File: config.mk
export PLATFORM = sky130hd
export DESIGN_NAME = alu_sched
export DESIGN_NICKNAME = d
export VERILOG_FILES = /design/src/rtl/alu_sched_pkg.sv /design/src/rtl/alu_sched_rr_arb2.sv /design/src/rtl/alu_sched.sv
export SDC_FILE = /design/constraint.sdc
export NUM_CORES = 1
export LEC_CHECK = 0
export ABC_AREA = 1
export BUFFER_PORTS_ARGS = -buffer_cell sky130_fd_sc_hd__buf_4
export CELL_PAD_IN_SITES_DETAIL_PLACEMENT = 0
export CELL_PAD_IN_SITES_GLOBAL_PLACEMENT = 1
export CORE_UTILIZATION = 27
export CTS_CLUSTER_SIZE = 20
export DETAILED_ROUTE_END_ITERATION = 8
export HOLD_SLACK_MARGIN = 0.03
export PLACE_DENSITY = 0.88
export SYNTH_ARGS = -nofsm -noshare
export SYNTH_HDL_FRONTEND = slang
export SYNTH_HIERARCHICAL = 1
export SYNTH_SLANG_ARGS = --single-unit
File: constraint.sdc
create_clock -name clk -period 1.2 [get_ports clk]
set_input_delay 0.3 -clock clk [delete_from_list [all_inputs] [get_ports clk]]
set_output_delay 0.3 -clock clk [all_outputs]
set_load 0.03 [all_outputs]
File: src/rtl/alu_sched_pkg.sv
// rtl/alu_sched_pkg.sv - opcodes, flag indices, FSM states and flag-update helpers for alu_sched
package alu_sched_pkg;

    localparam logic [3:0] OP_RED    = 4'd0;
    localparam logic [3:0] OP_SLL    = 4'd1;
    localparam logic [3:0] OP_SRA    = 4'd2;
    localparam logic [3:0] OP_PADDSB = 4'd3;
    localparam logic [3:0] OP_ROR    = 4'd4;
    localparam logic [3:0] OP_LW     = 4'd5;
    localparam logic [3:0] OP_SW     = 4'd6;
    localparam logic [3:0] OP_LHB    = 4'd7;
    localparam logic [3:0] OP_LLB    = 4'd8;
    localparam logic [3:0] OP_ADD    = 4'd9;
    localparam logic [3:0] OP_SUB    = 4'd10;
    localparam logic [3:0] OP_XOR    = 4'd11;

    localparam int FLAG_Z = 2;
    localparam int FLAG_V = 1;
    localparam int FLAG_N = 0;

    typedef enum logic [1:0] {
        ST_IDLE  = 2'd0,
        ST_ISSUE = 2'd1,
        ST_RESP  = 2'd2
    } state_e;

    // Arithmetic ops refresh all three flags
    function automatic logic sets_znv(input logic [3:0] op);
        return (op == OP_ADD) || (op == OP_SUB);
    endfunction

    // Logic/shift ops refresh only the zero flag
    function automatic logic sets_z(input logic [3:0] op);
        return (op == OP_XOR) || (op == OP_SLL) || (op == OP_SRA) || (op == OP_ROR);
    endfunction

endpackage

File: src/rtl/alu_sched_rr_arb2.sv
// rtl/alu_sched_rr_arb2.sv - two-way round-robin arbiter, one-hot grant
module rr_arb2
    import alu_sched_pkg::*;
(
    input  logic       valid0,
    input  logic       valid1,
    input  logic       last_grant,
    output logic [1:0] grant
);

    // A lone requester always wins; on contention the one not granted last time wins
    always_comb begin
        grant = 2'b00;
        if (valid0 && valid1) begin
            grant = last_grant ? 2'b01 : 2'b10;
        end else if (valid0) begin
            grant = 2'b01;
        end else if (valid1) begin
            grant = 2'b10;
        end
    end

endmodule

File: src/rtl/alu_sched.sv
// rtl/alu_sched.sv - shares one ALU between two requesters; optional counters under ALU_SCHED_PERF_EN
module alu_sched
    import alu_sched_pkg::*;
#(
    parameter int OP_W        = 4,
    parameter int DATA_W      = 16,
    parameter bit FIRST_GRANT = 1'b0
) (
    input  logic              clk,
    input  logic              rst_n,
    input  logic              req0_valid,
    output logic              req0_ready,
    input  logic [OP_W-1:0]   req0_op,
    input  logic [DATA_W-1:0] req0_src1,
    input  logic [DATA_W-1:0] req0_src2,
    input  logic              req1_valid,
    output logic              req1_ready,
    input  logic [OP_W-1:0]   req1_op,
    input  logic [DATA_W-1:0] req1_src1,
    input  logic [DATA_W-1:0] req1_src2,
    output logic              resp0_valid,
    input  logic              resp0_ready,
    output logic [DATA_W-1:0] resp0_result,
    output logic              resp0_err,
    output logic              resp1_valid,
    input  logic              resp1_ready,
    output logic [DATA_W-1:0] resp1_result,
    output logic              resp1_err,
    output logic [OP_W-1:0]   alu_op,
    output logic [DATA_W-1:0] alu_src1,
    output logic [DATA_W-1:0] alu_src2,
    input  logic [DATA_W-1:0] alu_result,
    input  logic [2:0]        alu_flags,
    output logic [2:0]        flags
`ifdef ALU_SCHED_PERF_EN
    ,
    output logic [15:0]       perf_grant0,
    output logic [15:0]       perf_grant1,
    output logic [15:0]       perf_bp
`endif
);

    state_e            state_q, state_d;
    logic              last_q, last_d;
    logic              own_q, own_d;
    logic [OP_W-1:0]   op_q, op_d;
    logic [DATA_W-1:0] src1_q, src1_d;
    logic [DATA_W-1:0] src2_q, src2_d;
    logic [DATA_W-1:0] res_q, res_d;
    logic              err_q, err_d;
    logic [2:0]        flags_q, flags_d;
    logic [1:0]        grant;
    logic              owner_ready;
    logic              unused_alu_n;

    // The scheduler derives N from the result MSB rather than the ALU's N output
    assign unused_alu_n = alu_flags[FLAG_N];

    rr_arb2 u_arb (
        .valid0     (req0_valid),
        .valid1     (req1_valid),
        .last_grant (last_q),
        .grant      (grant)
    );

    assign req0_ready  = (state_q == ST_IDLE) && grant[0];
    assign req1_ready  = (state_q == ST_IDLE) && grant[1];
    assign owner_ready = own_q ? resp1_ready : resp0_ready;

    assign alu_op   = (state_q == ST_ISSUE) ? op_q   : '0;
    assign alu_src1 = (state_q == ST_ISSUE) ? src1_q : '0;
    assign alu_src2 = (state_q == ST_ISSUE) ? src2_q : '0;

    assign resp0_valid  = (state_q == ST_RESP) && !own_q;
    assign resp1_valid  = (state_q == ST_RESP) && own_q;
    assign resp0_result = own_q ? '0 : res_q;
    assign resp1_result = own_q ? res_q : '0;
    assign resp0_err    = !own_q && err_q;
    assign resp1_err    = own_q && err_q;
    assign flags        = flags_q;

    // Next-state: accept in IDLE, capture result and flags in ISSUE, wait for owner in RESP
    always_comb begin
        state_d = state_q;
        last_d  = last_q;
        own_d   = own_q;
        op_d    = op_q;
        src1_d  = src1_q;
        src2_d  = src2_q;
        res_d   = res_q;
        err_d   = err_q;
        flags_d = flags_q;
        case (state_q)
            ST_IDLE: begin
                if (grant != 2'b00) begin
                    own_d   = grant[1];
                    last_d  = grant[1];
                    op_d    = grant[1] ? req1_op   : req0_op;
                    src1_d  = grant[1] ? req1_src1 : req0_src1;
                    src2_d  = grant[1] ? req1_src2 : req0_src2;
                    state_d = ST_ISSUE;
                end
            end
            ST_ISSUE: begin
                res_d = alu_result;
                err_d = (op_q[OP_W-1:OP_W-2] == 2'b11);
                if (!own_q) begin
                    if (sets_znv(op_q)) begin
                        flags_d[FLAG_Z] = alu_flags[FLAG_Z];
                        flags_d[FLAG_V] = alu_flags[FLAG_V];
                        flags_d[FLAG_N] = alu_result[DATA_W-1];
                    end else if (sets_z(op_q)) begin
                        flags_d[FLAG_Z] = alu_flags[FLAG_Z];
                    end
                end
                state_d = ST_RESP;
            end
            ST_RESP: begin
                if (owner_ready) begin
                    state_d = ST_IDLE;
                end
            end
            default: state_d = ST_IDLE;
        endcase
    end

    // Scheduler state and issue/result registers
    always_ff @(posedge clk or negedge rst_n) begin
        if (!rst_n) begin
            state_q <= ST_IDLE;
            last_q  <= ~FIRST_GRANT;
            own_q   <= 1'b0;
            op_q    <= '0;
            src1_q  <= '0;
            src2_q  <= '0;
            res_q   <= '0;
            err_q   <= 1'b0;
            flags_q <= 3'b000;
        end else begin
            state_q <= state_d;
            last_q  <= last_d;
            own_q   <= own_d;
            op_q    <= op_d;
            src1_q  <= src1_d;
            src2_q  <= src2_d;
            res_q   <= res_d;
            err_q   <= err_d;
            flags_q <= flags_d;
        end
    end

`ifdef ALU_SCHED_PERF_EN
    logic [15:0] pg0_q, pg0_d, pg1_q, pg1_d, bp_q, bp_d;

    // Saturating counters: accepts per requester and stalled response cycles
    always_comb begin
        pg0_d = pg0_q;
        pg1_d = pg1_q;
        bp_d  = bp_q;
        if (req0_ready && (pg0_q != 16'hFFFF)) pg0_d = pg0_q + 16'd1;
        if (req1_ready && (pg1_q != 16'hFFFF)) pg1_d = pg1_q + 16'd1;
        if ((state_q == ST_RESP) && !owner_ready && (bp_q != 16'hFFFF)) bp_d = bp_q + 16'd1;
    end

    // Counter registers
    always_ff @(posedge clk or negedge rst_n) begin
        if (!rst_n) begin
            pg0_q <= '0;
            pg1_q <= '0;
            bp_q  <= '0;
        end else begin
            pg0_q <= pg0_d;
            pg1_q <= pg1_d;
            bp_q  <= bp_d;
        end
    end

    assign perf_grant0 = pg0_q;
    assign perf_grant1 = pg1_q;
    assign perf_bp     = bp_q;
`endif

endmodule

# Word level (Yosys, flattened, before mapping)
# Cells that the tools add are included.
dict set report op_classes {
  addsub 0
  multipliers 0
  div 0
  order_cmp 0
  n_eq_ne 11
  shift 0
  n_mux 18
  n_bitwise 1
  n_reduce_logical 19
}
# cell count
set ops {}
lappend ops {{$mux 16} 6}
lappend ops {{$eq 4x4->1 const B} 3}
lappend ops {{$mux 2} 6}
lappend ops {{$mux 4} 2}
lappend ops {{$logic_and 1x1->1} 7}
lappend ops {{$pmux 2 s3} 1}
lappend ops {{$reduce_and 3->1} 2}
lappend ops {{$eq 2x2->1 const B} 2}
lappend ops {{$eq 4x1->1 const B} 1}
lappend ops {{$eq 4x2->1 const B} 1}
lappend ops {{$eq 4x3->1 const B} 1}
lappend ops {{$logic_or 1x1->1} 4}
lappend ops {{$reduce_and 2->1} 2}
lappend ops {{$reduce_bool 2->1} 2}
lappend ops {{$mux 1} 3}
lappend ops {{$eq 2x1->1 const B} 1}
lappend ops {{$logic_not 2->1} 1}
lappend ops {{$ne 2x1->1 const B} 1}
lappend ops {{$ne 2x2->1 const B} 1}
lappend ops {{$logic_not 1->1} 1}
lappend ops {{$not 1->1} 1}
dict set report totals {
  regBits 60
  latch_bits 0
  ram_bits 0
  romBits 0
  input_bits 97
  output_inout_bits 77
  elab_cells 59
  memories 0
}

# Depth between registers and ports, before layout
dict set report depth {
  ltp_word 6
  mapped_depth 8
}

# Cells and area by module
# The synthesis kept the hierarchy.
# module instances cells_per_inst area_each_um2 seq_area_each_um2
set modules_own_cells {}
lappend modules_own_cells {alu_sched 1 487 3273.1 1502.7}
lappend modules_own_cells {rr_arb2 1 5 21.3 0.0}

# Worst setup path before layout
# OpenSTA, ideal clock, no wires.
dict set report synth_timing {
  path_type {reg-to-output}
  start {register state_q[1]}
  end {output alu_src2[10]}
  arrival_time_ns 1.240
  required_time_ns 0.900
  setup_slack_ns -0.340
  stages_incl_launch_ff 6
  path_buffers 2
  path_cell_list {dfrtp_1 inv_2 nand2_1 buf_2 buf_2 nor2_1}
}
dict set report synth_via {
  elab_chain_len 2
}
# item line_no
set synth_lines {}
lappend synth_lines {{start, declared} alu_sched.sv:43} ;# state_e state_q, state_d;
lappend synth_lines {{start signal, assigned} alu_sched.sv:140} ;# state_q <= state_d;
lappend synth_lines {{$eq 2x1->1} alu_sched.sv:72} ;# assign alu_src2 = (state_q == ST_ISSUE) ? src2_q : '0;
lappend synth_lines {{$mux 16} alu_sched.sv:72}
lappend synth_lines {{end, declared} alu_sched.sv:31} ;# output logic [DATA_W-1:0] alu_src2,
# Every way passes these cells.

# Worst setup path in the final report
dict set report layout_timing {
  start {register state_q[1]}
  end {output alu_src1[1]}
}
dict set report layout_via {
  elab_chain_len 2
}
# item line_no
set layout_lines {}
lappend layout_lines {{$eq 2x1->1} alu_sched.sv:71} ;# assign alu_src1 = (state_q == ST_ISSUE) ? src1_q : '0;
lappend layout_lines {{$mux 16} alu_sched.sv:71}
lappend layout_lines {{end, declared} alu_sched.sv:30} ;# output logic [DATA_W-1:0] alu_src1,
# Every way passes these cells.

==> impl_metrics.yaml <==
layout:
  nets: 799
  final_util_pct: 57.1
  drive_gt1_share_pct: 51.6
  n_antenna_cell: 0
  syn_to_final_growth_pct: 102
  fillers: 1019
  stdcell_count: 850
floorplanning:
  initial_core_util_pct: 28.2
  die_h_um: 112
  die_w_um: 112
  coreArea_um2: 11700
  pin_count: 174
  placement_rows: 39
  fp.dieArea_um2: 12600
global_route:
  use_met3_pct: 4.43
  met1_usage_pct: 20.7
  overflow: 0
  top_usage_layer: "met2"
  grt_max_degree: 33
  antenna_found_initial: 0
  grt_first_pass_wirelength_mm: 17.5
  grt_use_met2_pct: 32.1
  grt_pass1_vias: 3707
  grtUsageTotal_pct: 17.8
yosys:
  synth.avg_cell_area_um2: 6.70
  synth.distinct_cells: 18
  synth.largest_area_cell: "dfrtp_1"
  syn_area_um2: 3290
  synth_nets: 589
  ys_async_sr_fraction_pct: 100
  synth_ff_type: "dfrtp_1"
  synth.most_common_cell: "nand2_1"
  synthTopCellsByCount: "128 x nand2_1, 113 x inv_1, 79 x o21ai_0, 62 x nor2_1, 59 x dfrtp_1"
  ys_warn_count: 6
  yosys.area.top_type_share_pct: 44.8
  synth_edf_count: 0
  synth.area.top_cells: "dfrtp_1 45%, nand2_1 15%, inv_1 13%"
  postSynthCellCount: 492
  ys_seq_area_share_pct: 45.6
  synth_seq_cells: 60
pwr:
  ir_drop_uv: 955
  powerDensity_nw_per_um2: 2720
  power.leakage_uw: 0.00337
clock_tree:
  cts_max_path_buffers: 2
  tritoncts: "built"
  cts_buffers: 9
  root_buffer: "clkbuf_16"
  cts_max_level: 3
  clkTransAtPathRegs_ns: 0.05
  clk_latency_ns: 0.32
  clkSinkCount: 60
timing:
  slew_headroom_pct: 73.2
  setup_slack_ns: -0.474
  layout_min_cycle_time_ns: 1.67
  worst_pin_slew_ns: 0.398
  slew_violations: 0
  skew_ns: 0.00391
  post-route-period-util_pct: 140
  final-hold-violation-count: 0
  setup_violations: 125
  fmax_mhz: 597
  rsz0062_at_grt: "true"
placement:
  io_buffers: 172
  place.gp.congestion: 0.802
  dp_hpwl_mm: 7.66
  dpl.cell_count: 811
routing:
  drtAntennaViolNets: 0
  drc: 0
  routed_wl_mm: 11.2
  wl_per_cell_um: 13.2
  drt_iter0_drc: 65
  routed_via_density: 4.35
  firstDrtPassIters: 4
  vias: 3694
critical_path:
  path_class: "register to primary output"
  reg2reg_slack_ns: -0.46
  critPathLaunchType: "register"
  cp.required_ns: 0.90
  worstPathCellList: "inv_4, nand2_8, buf_12, nor2_4, buf_6"
  cp_num_cells: 5
  arrival_ns: 1.37
  slowest_stage: "dfrtp_1"
  crit_family: "buffers and inverters"
  crit_buf_inv: 3
  rr_worst_depth: 10
  endpoint_kind: "primary output"
  slowest_delay_ns: 0.40
  cp_max_fo: 11
worst_hold_path:
  min_path_type: "input port to register"
  hold_depth: 3
flow_run:
  drv_cap: 0
run_status:
  status: "complete, but fails checks"
  violations: "setup timing"
[cell type report]
class / count / area [µm²] / area share (%)
flip-flops and latches: 60 / 1510 / 22.6
clock buffers: 14 / 254 / 3.81
repair buffers: 224 / 2370 / 35.5
multi-input cells: 292 / 1910 / 28.6
well taps: 143 / 179 / 2.68
clock inverters: 2 / 10.0 / 0.150
inverters: 115 / 442 / 6.63
[placed cells by master, fill, tap and decap left out, types with 6 or more instances in the layout]
cell type,Yosys,final
nand2_1,128,101
o21ai_2,0,13
nand2_4,0,19
inv_1,113,92
buf_12,0,16
buf_6,0,83
inv_2,2,19
buf_4,1,114
nand2_2,0,8
nor2_2,0,6
o21ai_1,12,15
clkbuf_16,0,12
nor2_4,0,53
o21ai_0,79,63
dfrtp_1,59,57
[where the power goes]
group | internal, µW | total, µW | switching [µW]
sequential | 3030 | 3670 | 646
combinational | 5390 | 12100 | 6740
clock | 1450 | 2300 | 852
total | 9860 | 18100 | 8240
[final timing paths]
kind                               start           to
max in group asynchronous          rst_n    src2_q[0]
min                        alu_result[1]     res_q[1]
min reg2reg                     flags[0]     flags[0]
max                           state_q[1]  alu_src1[1]
max reg2reg                       last_q   src2_q[12]
min in group asynchronous          rst_n     res_q[9]
[layer usage]
metal | routed length [µm] | share of wire (%)
met2 | 5860 | 52
met1 | 4580 | 41
met5 | 0 | 0
met4 | 113 | 1.0
met3 | 691 | 6.1
[registers in the layout (all words and copies together), names as in the netlist]
signal and flops:
res_q 16, flags 3, err_q 1, last_q 1
own_q 1, src2_q 16, state_q 2, src1_q 16
op_q 4
[cell families (layout without fill, tap and decap cells)]
| group | count (synthesis) | count (layout) | synth area share, % |
|---|---|---|---|
| buf+inv | 141 | 355 | 16.8 |
| compound gates | 93 | 93 | 14.5 |
| simple gates | 198 | 199 | 23.1 |
| flops | 60 | 60 | 45.6 |
[repair_timing]
| item | CTS | global route |
|---|---|---|
| pin swaps | 5 | 6 |
| hold endpoints to repair | 19 | 0 |
| hold buffers | 1 | 0 |
| buffers inserted | 11 | 3 |
| gates resized for setup | 124 | 73 |
| setup endpoints to repair | 130 | 134 |
| cloned | 8 | 3 |
[stage by stage]
step	cell area [µm²]	power [µW]	worst slack, ns	setup TNS, ns	hold WS, ns
floorplan	3740	9470	-0.128	-8.26	0.00441
global placement	5390	12200	-0.255	-15.58	0.229
detailed placement	5390	12400	-0.296	-17.03	0.226
CTS	6370	17200	-0.490	-48.38	0.184
global route	6660	19200	-0.520	-53.77	0.192
finish	6660	18100	-0.474	-47.20	0.188
[worst min-delay path, cell delays in order]
cell,delay (ns)
buf_4,0.08
nand2_1,0.04
o21ai_0,0.06
Note: power is estimated with default switching activity, not from simulation.
